`src/rtl/alu_issue_fifo.sv`:
```
// Issue FIFO between instruction decode and the ALU: DEPTH-entry ring buffer with
// registered issue outputs. Optional 16-bit pop counter under `ALU_ISSUE_STATS_EN.
module alu_issue_fifo #(
  parameter int DATA_WIDTH = 8,
  parameter int DEPTH      = 4
) (
  input  logic                       CLK,
  input  logic                       RST,
  input  logic                       IN_VLD,
  output logic                       IN_RDY,
  input  logic [3:0]                 IN_OP,
  input  logic [1:0]                 IN_MOVI,
  input  logic [DATA_WIDTH-1:0]      IN_REG_A,
  input  logic [DATA_WIDTH-1:0]      IN_REG_B,
  input  logic [DATA_WIDTH-1:0]      IN_IMM,
  input  logic [DATA_WIDTH-1:0]      IN_MEM,
  input  logic                       ALU_RDY,
  output logic                       ACT,
  output logic [3:0]                 OP,
  output logic [1:0]                 MOVI,
  output logic [DATA_WIDTH-1:0]      REG_A,
  output logic [DATA_WIDTH-1:0]      REG_B,
  output logic [DATA_WIDTH-1:0]      IMM,
  output logic [DATA_WIDTH-1:0]      MEM,
  output logic [$clog2(DEPTH):0]     COUNT
`ifdef ALU_ISSUE_STATS_EN
  ,
  output logic [15:0]                ISSUE_CNT
`endif
);

  localparam int PW = $clog2(DEPTH);
  localparam int CW = PW + 1;

  if (DEPTH < 2 || (DEPTH & (DEPTH - 1)) != 0) begin : g_bad_depth
    $error("alu_issue_fifo: DEPTH must be a power of 2 and at least 2");
  end

  typedef struct packed {
    logic [3:0]            op;
    logic [1:0]            movi;
    logic [DATA_WIDTH-1:0] reg_a;
    logic [DATA_WIDTH-1:0] reg_b;
    logic [DATA_WIDTH-1:0] imm;
    logic [DATA_WIDTH-1:0] mem;
  } entry_t;

  entry_t          mem_q [DEPTH];
  entry_t          in_ent;
  entry_t          out_q, out_d;
  logic [PW-1:0]   head_q, head_d;
  logic [PW-1:0]   tail_q, tail_d;
  logic [CW-1:0]   count_q, count_d;
  logic            act_q, act_d;
  logic            push, pop;

  assign in_ent = '{op: IN_OP, movi: IN_MOVI, reg_a: IN_REG_A,
                    reg_b: IN_REG_B, imm: IN_IMM, mem: IN_MEM};

  // Both handshakes look only at registered occupancy, so a full FIFO stays
  // closed for the cycle of a pop and an empty one cannot bypass to the ALU.
  assign push = IN_VLD && (count_q != CW'(DEPTH));
  assign pop  = ALU_RDY && (count_q != '0);

  always_comb begin
    head_d  = head_q;
    tail_d  = tail_q;
    count_d = count_q;
    out_d   = out_q;
    act_d   = 1'b0;
    if (pop) begin
      out_d  = mem_q[head_q];
      act_d  = 1'b1;
      head_d = head_q + PW'(1);
    end
    if (push) tail_d = tail_q + PW'(1);
    case ({push, pop})
      2'b10:   count_d = count_q + CW'(1);
      2'b01:   count_d = count_q - CW'(1);
      default: count_d = count_q;
    endcase
  end

  always_ff @(posedge CLK or negedge RST) begin
    if (!RST) begin
      head_q  <= '0;
      tail_q  <= '0;
      count_q <= '0;
      act_q   <= 1'b0;
      out_q   <= '0;
    end else begin
      head_q  <= head_d;
      tail_q  <= tail_d;
      count_q <= count_d;
      act_q   <= act_d;
      out_q   <= out_d;
    end
  end

  // Storage needs no reset: an entry is only read after it has been written.
  always_ff @(posedge CLK) begin
    if (push) mem_q[tail_q] <= in_ent;
  end

  assign IN_RDY = (count_q != CW'(DEPTH));
  assign COUNT  = count_q;
  assign ACT    = act_q;
  assign OP     = out_q.op;
  assign MOVI   = out_q.movi;
  assign REG_A  = out_q.reg_a;
  assign REG_B  = out_q.reg_b;
  assign IMM    = out_q.imm;
  assign MEM    = out_q.mem;

`ifdef ALU_ISSUE_STATS_EN
  logic [15:0] issue_cnt_q, issue_cnt_d;

  always_comb begin
    issue_cnt_d = issue_cnt_q;
    if (pop) issue_cnt_d = issue_cnt_q + 16'd1;
  end

  always_ff @(posedge CLK or negedge RST) begin
    if (!RST) issue_cnt_q <= '0;
    else      issue_cnt_q <= issue_cnt_d;
  end

  assign ISSUE_CNT = issue_cnt_q;
`endif

endmodule

```
`config.mk`:
```
export PLATFORM = sky130hd
export DESIGN_NAME = alu_issue_fifo
export DESIGN_NICKNAME = d
export VERILOG_FILES = /design/src/rtl/alu_issue_fifo.sv
export SDC_FILE = /design/constraint.sdc
export NUM_CORES = 1
export LEC_CHECK = 0
export ABC_CLOCK_PERIOD_IN_PS = 2750
export CORE_MARGIN = 2
export CORE_UTILIZATION = 50
export DETAILED_ROUTE_END_ITERATION = 7
export HOLD_SLACK_MARGIN = 0.06
export PLACE_DENSITY = 0.78
export SLEW_MARGIN = 20
export SYNTH_ARGS = -nofsm -noshare
export SYNTH_HDL_FRONTEND = slang
export SYNTH_SLANG_ARGS = --single-unit
```
`constraint.sdc`:
```
create_clock -name CLK -period 2.75 [get_ports CLK]
set_clock_uncertainty 0.05 [all_clocks]
set_input_delay 0.55 -clock CLK [delete_from_list [all_inputs] [get_ports CLK]]
set_output_delay 0.55 -clock CLK [all_outputs]
set_load 0.005 [all_outputs]
```
# After elaboration in Yosys (flattened, before gate mapping)
# Memory sizes are Yosys's and may differ from the RTL's. A register that Yosys moved wholly into a read port is not among the register bits.
# Index checks and enable logic that the tools add are counted.
[op_classes]
add_sub_neg = 4
mux = 4
reduce_logical = 5
n_eq_ne = 3
[ops]
columns = ["cell", "n"]
rows = [
  ["$pmux 3 s2", 1],
  ["$add 2x1->2 const B", 2],
  ["$add 3x1->3 const B", 1],
  ["$mux 1", 3],
  ["$ne 3x3->1 const B", 1],
  ["$reduce_bool 3->1", 1],
  ["$sub 3x1->3 const B", 1],
  ["$eq 2x1->1 const B", 1],
  ["$eq 2x2->1 const B", 1],
  ["$logic_and 1x1->1", 2],
  ["$reduce_bool 2->1", 1],
  ["$logic_not 1->1", 1],
]
[totals]
mem_bits_rw = 152
mem_count = 1
in_bits = 42
word_cells = 21
ff_bits = 8
output_inout_bits = 43
[memory_table]
columns = ["memory", "words", "width", "rd", "rd_clocked_by_memory_dff", "wr", "line_no", "source"]
rows = [
  ["mem_q", 4, 38, 1, 1, 1, "48", "entry_t mem_q [DEPTH];"],
]

# Longest topological paths before layout
# Gate-level depths: netlist of the first run.
[depth]
depth_word = 4
ltp_mapped = 9

# Worst setup path before layout of the first run
# OpenSTA, ideal clock, no wires.
[synth_path]
kind = "register to register"
from = "reg count_q[0] (netlist: COUNT[0])"
to = "reg count_q[2] (netlist: COUNT[2])"
path_stages_with_launch = 10
t_required_ps = 2621
arrival_ps = 2009
path_buffers = 0
synth_period_minus_slack_ps = 2138
setup_slack_ps = 612
setup_ps = 79
path_cell_list = "dfrtp_1 or3b_4 and2_4 inv_1 ha_1 inv_1 fa_1 xor2_1 nor2_1 xor2_1"
[synth_between]
elab_chain_cells = 4
[synth_rtl]
columns = ["element", "line_no", "source"]
rows = [
  ["start: declaration", "53", "logic [CW-1:0] count_q, count_d;"],
  ["start signal: assignment", "94", "count_q <= count_d;"],
  ["$ne 3x3->1 *", "n/a", ""],
  ["named net IN_RDY", "10", "output logic IN_RDY,"],
  ["$logic_and 1x1->1 *", "62", "assign push = IN_VLD && (count_q != CW'(DEPTH));"],
  ["$eq 2x1->1 / $eq 2x2->1 (equally long branches)", "77", "case ({push, pop})"],
  ["$pmux 3 s2 / $reduce_bool 2->1 (equally long branches)", "n/a", ""],
]
# The timed path passes the listed nets; every way through them passes the cells marked *.
# A chain may end at the register's enable or synchronous reset.

# Worst setup path in the final report of the first run
[layout_path]
from = "reg count_q[2] (netlist: COUNT[2])"
to = "out IN_RDY"
[layout_between]
elab_chain_cells = 1
[layout_rtl]
columns = ["element", "line_no", "source"]
rows = [
  ["$ne 3x3->1", "105", "assign IN_RDY = (count_q != CW'(DEPTH));"],
  ["end: declaration", "10", ""],
]
# Every way passes these cells.

==> impl_metrics.env, run 1 <==
export IMPL_regArea_um2=5720
export IMPL_multi_input_area_um2=1520
export IMPL_hold_viol=0
export IMPL_cts_buffer_depth=2
export IMPL_worst_pin_slew_ns=0.819
export IMPL_period_needed_ns=2.37
export IMPL_power_leakage_nw=3.30
export IMPL_port_buffers=84
export IMPL_post_dp_hpwl_mm=7.16
export IMPL_grt_pass1_vias=3935
export IMPL_synth_top_area_frac=0.622
export IMPL_cap_violations=0
export IMPL_cts_tree="done"
export IMPL_finalCritPeriodShare=0.862
export IMPL_avgSynthCellArea_um2=18.5
export IMPL_grt_max_degree=47
export IMPL_hp_class="in2async"
export IMPL_grt_pass1_wl_mm=20.8
export IMPL_synth_top_area_cell="edfxtp_1"
export IMPL_die_w_um=125
export IMPL_cts_num_sinks=198
export IMPL_r2r_slack_ns=0.42
export IMPL_insertion_delay_ns=0.42
export IMPL_gp_congestion=0.747
export IMPL_die_h_um=125
export IMPL_finalMaxSlewViolations=0
export IMPL_vias=3702
export IMPL_drt_iter0_markers=267
export IMPL_synth_area_leaders="edfxtp_1, dfrtp_1, mux4_2, nand2_1, ha_1"
export IMPL_synth_top_flop_cell="edfxtp_1"
export IMPL_grt_overflow=0
export IMPL_synth_area_um2=7340
export IMPL_synth_compound_area_frac=0.00170
export IMPL_required_ns=2.15
export IMPL_final_nets=540
export IMPL_synthTopCellsByCount="edfxtp_1, nand2_1, dfrtp_1, mux4_2, clkbuf_1"
export IMPL_utilization=0.622
export IMPL_synth_area_mux_share=0.120
export IMPL_wl_per_cell_um=18.5
export IMPL_yosysUniqueCellTypes=21
export IMPL_synth_seq_cells=198
export IMPL_area_growth_pct=22.2
export IMPL_diodes=0
export IMPL_cts_clk_slew_worst_paths_ns=0.06
export IMPL_setup_slack_ns=0.380
export IMPL_core_um2=14400
export IMPL_cts_buffers=17
export IMPL_drc=0
export IMPL_via_per_inst=5.37
export IMPL_cts_root_buf="clkbuf_16"
export IMPL_initial_utilization=0.509
export IMPL_num_rows=44
export IMPL_cp_max_fo=6
export IMPL_finalInstanceArea_um2=8970
export IMPL_max_slew_margin=0.454
export IMPL_ant_nets=0
export IMPL_synthXorXnorAreaFrac=0.00716
export IMPL_first_pass_iters=4
export IMPL_setup_viol=0
export IMPL_synthSimpleGateAreaFrac=0.0661
export IMPL_synth_top_family_by_area="multiplexers"
export IMPL_syn_num_nets=445
export IMPL_antenna_found_initial=0
export IMPL_io_pins=85
export IMPL_cp_arrival_ns=1.77
export IMPL_layout_drive_gt1_share=0.156
export IMPL_worst_setup_path_end_kind="output pin"
export IMPL_dp_slack_ns=0.315
export IMPL_post_cts_setup_buffers=0
export IMPL_rsz0062_at_grt="no"
export IMPL_track_usage=0.178
export IMPL_status="finished clean"
export IMPL_async_flop_share=0.232
export IMPL_ys_seq_area_frac=0.778
export IMPL_drt_wl_total_mm=12.8
export IMPL_fmax_mhz=422
export IMPL_synth_most_common_cell="edfxtp_1"
export IMPL_timing_worst_setup_path_type="reg2out"
export IMPL_startpoint_type="flop"
export IMPL_num_fill_cells=1024
export IMPL_ys_warnings_count=0
export IMPL_cts_max_level=4
export IMPL_dpl_cell_area_um2=8450
export IMPL_setup_tns_ns=0
export IMPL_syn_inst=397
export IMPL_powerDensity_nw_per_um2=1040
export IMPL_ir_worst_vdd_mv=0.548
export IMPL_cts_hold_buffers=0
export IMPL_die_area_um2=15700
export IMPL_hold_ws_ns=0.182
export IMPL_synth_edff_count=152
export IMPL_synth_fa_ha_area_frac=0.0112
export IMPL_cts_resized=0
-- cells by family (layout without fill, tap and decap cells) --
kind of cell / after synthesis / in the layout
flip-flops: 198 / 198
AND/OR/NAND/NOR: 122 / 122
multiplexers: 40 / 40
buffers and inverters: 24 / 132
adder cells (fa/ha/maj): 6 / 6
XOR/XNOR: 6 / 6
AO/OA/AOI/OAI: 1 / 1
-- flip-flops by register name, indices dropped and copies added (netlist names) --
signal / count
ACT: 1
COUNT: 3
IMM: 8
MEM: 8
MOVI: 2
OP: 4
REG_A: 8
REG_B: 8
head_q: 2
mem_q: 152
tail_q: 2
-- per-layer routing --
metal | vias up | GRT usage | wire length (µm)
met5 | - | 0 | 0
met3 | 24 | 0.0441 | 504
li1 | 1657 | - | -
met4 | 0 | 0.0771 | 255
met2 | 101 | 0.296 | 6670
met1 | 1920 | 0.225 | 5340
-- through the flow --
stage                     power, mW  instances
after floorplan                6.02        397
after global placement         7.15        657
after detailed placement       7.28        657
after CTS                      9.50        689
after global routing           9.88        689
final                          9.36        689
-- cell usage in the layout (no fill, tap or decap), types with 2 or more instances in the layout --
master / netlist / final
dfrtp_1: 46 / 44
inv_1: 6 / 6
buf_12: 0 / 4
clkinv_1: 0 / 6
xnor2_1: 4 / 4
clkbuf_1: 8 / 6
mux4_2: 38 / 38
clkbuf_16: 0 / 17
and3_2: 4 / 4
xor2_1: 2 / 2
nand2_1: 115 / 115
ha_1: 5 / 5
clkdlybuf4s50_1: 0 / 83
edfxtp_1: 152 / 152
buf_4: 5 / 5
-- report_power, final --
part	leakage, nW	total (mW)	switching, mW	internal, mW
registers	1.95	4.62	0.554	4.07
logic	1.10	2.53	1.04	1.49
clock network	0.251	2.21	0.955	1.25
-- worst max-delay path, stage by stage, from the launching register on --
cell and delay (ns):
dfrtp_1 0.45, or3b_4 0.44, clkdlybuf4s50_1 0.46
-- layout make-up --
cell class	instances	share of cell area
tap	184	0.0257
clock buffer	24	0.0515
multi-input combinational	175	0.170
sequential	198	0.638
inverter	7	0.00293
timing repair buffer	93	0.106
clock inverter	8	0.00641
-- worst paths after layout --
| kind | startpoint | end | cells past startpoint |
|---|---|---|---|
| max in group asynchronous | RST | head_q[0]$_DFFE_PN0P_ | 2 |
| min reg2reg | OP[2]$_DFFE_PN0P_ | OP[2]$_DFFE_PN0P_ | 2 |
| min in group CLK | OP[2]$_DFFE_PN0P_ | OP[2]$_DFFE_PN0P_ | 2 |
| max | COUNT[2]$_DFFE_PN0P_ | IN_RDY | 2 |
| max reg2reg | COUNT[2]$_DFFE_PN0P_ | COUNT[2]$_DFFE_PN0P_ | 9 |
| min | RST | REG_A[1]$_DFFE_PN0P_ | 2 |
(Power assumes the default switching activity.)
==> run 2, diff against run 1 <==
RECOVER_POWER = 50   (was not set)
==> impl_metrics.env, run 2 (same netlist as run 1, synthesis figures left out) <==
export IMPL_via_per_inst=5.30
export IMPL_gp_congestion=0.747
export IMPL_setup_viol=0
export IMPL_utilization=0.618
export IMPL_max_stage_delay_ns=0.48
export IMPL_cts_clk_slew_worst_paths_ns=0.06
export IMPL_final_cell_mix="edfxtp_1, nand2_1, clkdlybuf4s50_1"
export IMPL_cts_max_level=4
export IMPL_layout_drive_gt1_share=0.152
export IMPL_cap_violations=0
export IMPL_die_h_um=125
export IMPL_stdcell_count=690
export IMPL_startpoint_type="flop"
export IMPL_drt_iter0_markers=294
export IMPL_cts_tree="done"
export IMPL_hp_class="in2async"
export IMPL_insertion_delay_ns=0.42
export IMPL_die_w_um=125
export IMPL_r2r_slack_ns=0.29
export IMPL_post_dp_hpwl_mm=7.16
export IMPL_total_power_mw=9.30
export IMPL_max_slew_margin=0.178
export IMPL_worst_setup_path_end_kind="flop"
export IMPL_setup_slack_ns=0.292
export IMPL_cts_root_buf="clkbuf_16"
export IMPL_largest_register="mem_q"
export IMPL_reg2reg_to="COUNT[2]$_DFFE_PN0P_"
export IMPL_required_ns=3.03
export IMPL_reg2regPathDepth=9
export IMPL_powerDensity_nw_per_um2=1040
export IMPL_slowest_stage="or3b_1"
export IMPL_initial_utilization=0.509
export IMPL_drt_wl_total_mm=12.8
export IMPL_power_leakage_nw=3.29
export IMPL_largest_reg_flops=152
export IMPL_status="finished clean"
export IMPL_grt_max_degree=47
export IMPL_cp_num_buf_inv=2
export IMPL_finalMaxSlewViolations=0
export IMPL_track_usage=0.178
export IMPL_cts_hold_buffers=0
export IMPL_io_pins=85
export IMPL_grt_pass1_vias=3935
export IMPL_ant_nets=0
export IMPL_finalInstanceArea_um2=8920
export IMPL_hold_ws_ns=0.420
export IMPL_timing_worst_setup_path_type="reg2reg"
export IMPL_first_pass_iters=4
export IMPL_cp_max_fo=6
export IMPL_fmax_mhz=407
export IMPL_area_growth_pct=21.5
export IMPL_final_nets=540
export IMPL_num_rows=44
export IMPL_grt_overflow=0
export IMPL_worst_pin_slew_ns=1.23
export IMPL_dp_slack_ns=0.315
export IMPL_hold_viol=0
export IMPL_setup_tns_ns=0
export IMPL_die_area_um2=15700
export IMPL_dpl_cell_area_um2=8450
export IMPL_cts_num_sinks=198
export IMPL_cts_buffers=17
export IMPL_grt_pass1_wl_mm=20.8
export IMPL_drc=0
export IMPL_antenna_found_initial=1
export IMPL_finalCritPeriodShare=0.894
export IMPL_post_cts_setup_buffers=0
export IMPL_cts_resized=0
export IMPL_path_cells="or3b_1 -> and2_0 -> inv_1 -> ha_1 -> inv_1 -> fa_1 -> xor2_1 -> nor2_1 -> xor2_1"
export IMPL_port_buffers=84
export IMPL_post_place_cells=657
export IMPL_cp_top_family="simple AND/OR/NAND/NOR gates"
export IMPL_rsz0062_at_grt="no"
export IMPL_cts_buffer_depth=2
export IMPL_period_needed_ns=2.46
export IMPL_num_fill_cells=1034
export IMPL_final_common_cell="edfxtp_1"
export IMPL_vias=3660
export IMPL_wl_per_cell_um=18.5
export IMPL_core_um2=14400
export IMPL_cp_arrival_ns=2.74
export IMPL_ir_worst_vdd_mv=0.543
export IMPL_r2r_start="COUNT[1]$_DFFE_PN0P_"
==> run 2: cell types whose count changed in the layout (fill, tap and decap cells not counted), sizes merged <==
cell           before  now
dlygate4sd3         0   38
diode               0    1
clkdlybuf4s50      83   45
buf                10    4
clkbuf             24   30
==> run 2: worst reg2reg max path: stages, from the launching register on <==
cell and delay (ns):
dfrtp_1 0.43, or3b_1 0.48, and2_0 0.26, inv_1 0.08
ha_1 0.17, inv_1 0.06, fa_1 0.38, xor2_1 0.15
nor2_1 0.12, xor2_1 0.19
==> run 2: how the worst max path moves through the flow <==
stage	startpoint	endpoint	slack (ns)	cells past startpoint
2_1_floorplan	COUNT[0]$_DFFE_PN0P_	COUNT[2]$_DFFE_PN0P_	0.61	9
3_3_place_gp	IN_VLD	COUNT[2]$_DFFE_PN0P_	0.42	9
3_5_place_dp	IN_VLD	COUNT[2]$_DFFE_PN0P_	0.31	9
4_1_cts	COUNT[2]$_DFFE_PN0P_	IN_RDY	0.36	2
5_1_grt	COUNT[1]$_DFFE_PN0P_	COUNT[2]$_DFFE_PN0P_	0.18	9
6_report	COUNT[1]$_DFFE_PN0P_	COUNT[2]$_DFFE_PN0P_	0.29	9
==> run 2: area by class of cell <==
| cell class | count | area (µm²) | share of cell area |
|---|---|---|---|
| Sequential cell | 198 | 5720 | 0.642 |
| Multi-Input combinational cell | 175 | 1520 | 0.170 |
| Timing Repair Buffer | 93 | 901 | 0.101 |
| Clock buffer | 24 | 462 | 0.0518 |
| Tap cell | 184 | 230 | 0.0258 |
| Clock inverter | 8 | 57.6 | 0.00645 |
| Inverter | 7 | 26.3 | 0.00295 |
| Antenna cell | 1 | 2.50 | 0.000281 |
==> run 2: report_power, final <==
group,internal (mW),switching [mW]
registers,4.08,0.553
clock network,1.25,0.957
logic,1.43,1.03
total,6.76,2.54
==> run 2: per-layer routing <==
layer	GRT usage	share of wire	vias to the layer above
met5	0	0	-
met4	0.0771	0.013	0
met3	0.0441	0.039	16
met2	0.296	0.52	90
met1	0.225	0.42	1892
li1	-	-	1662
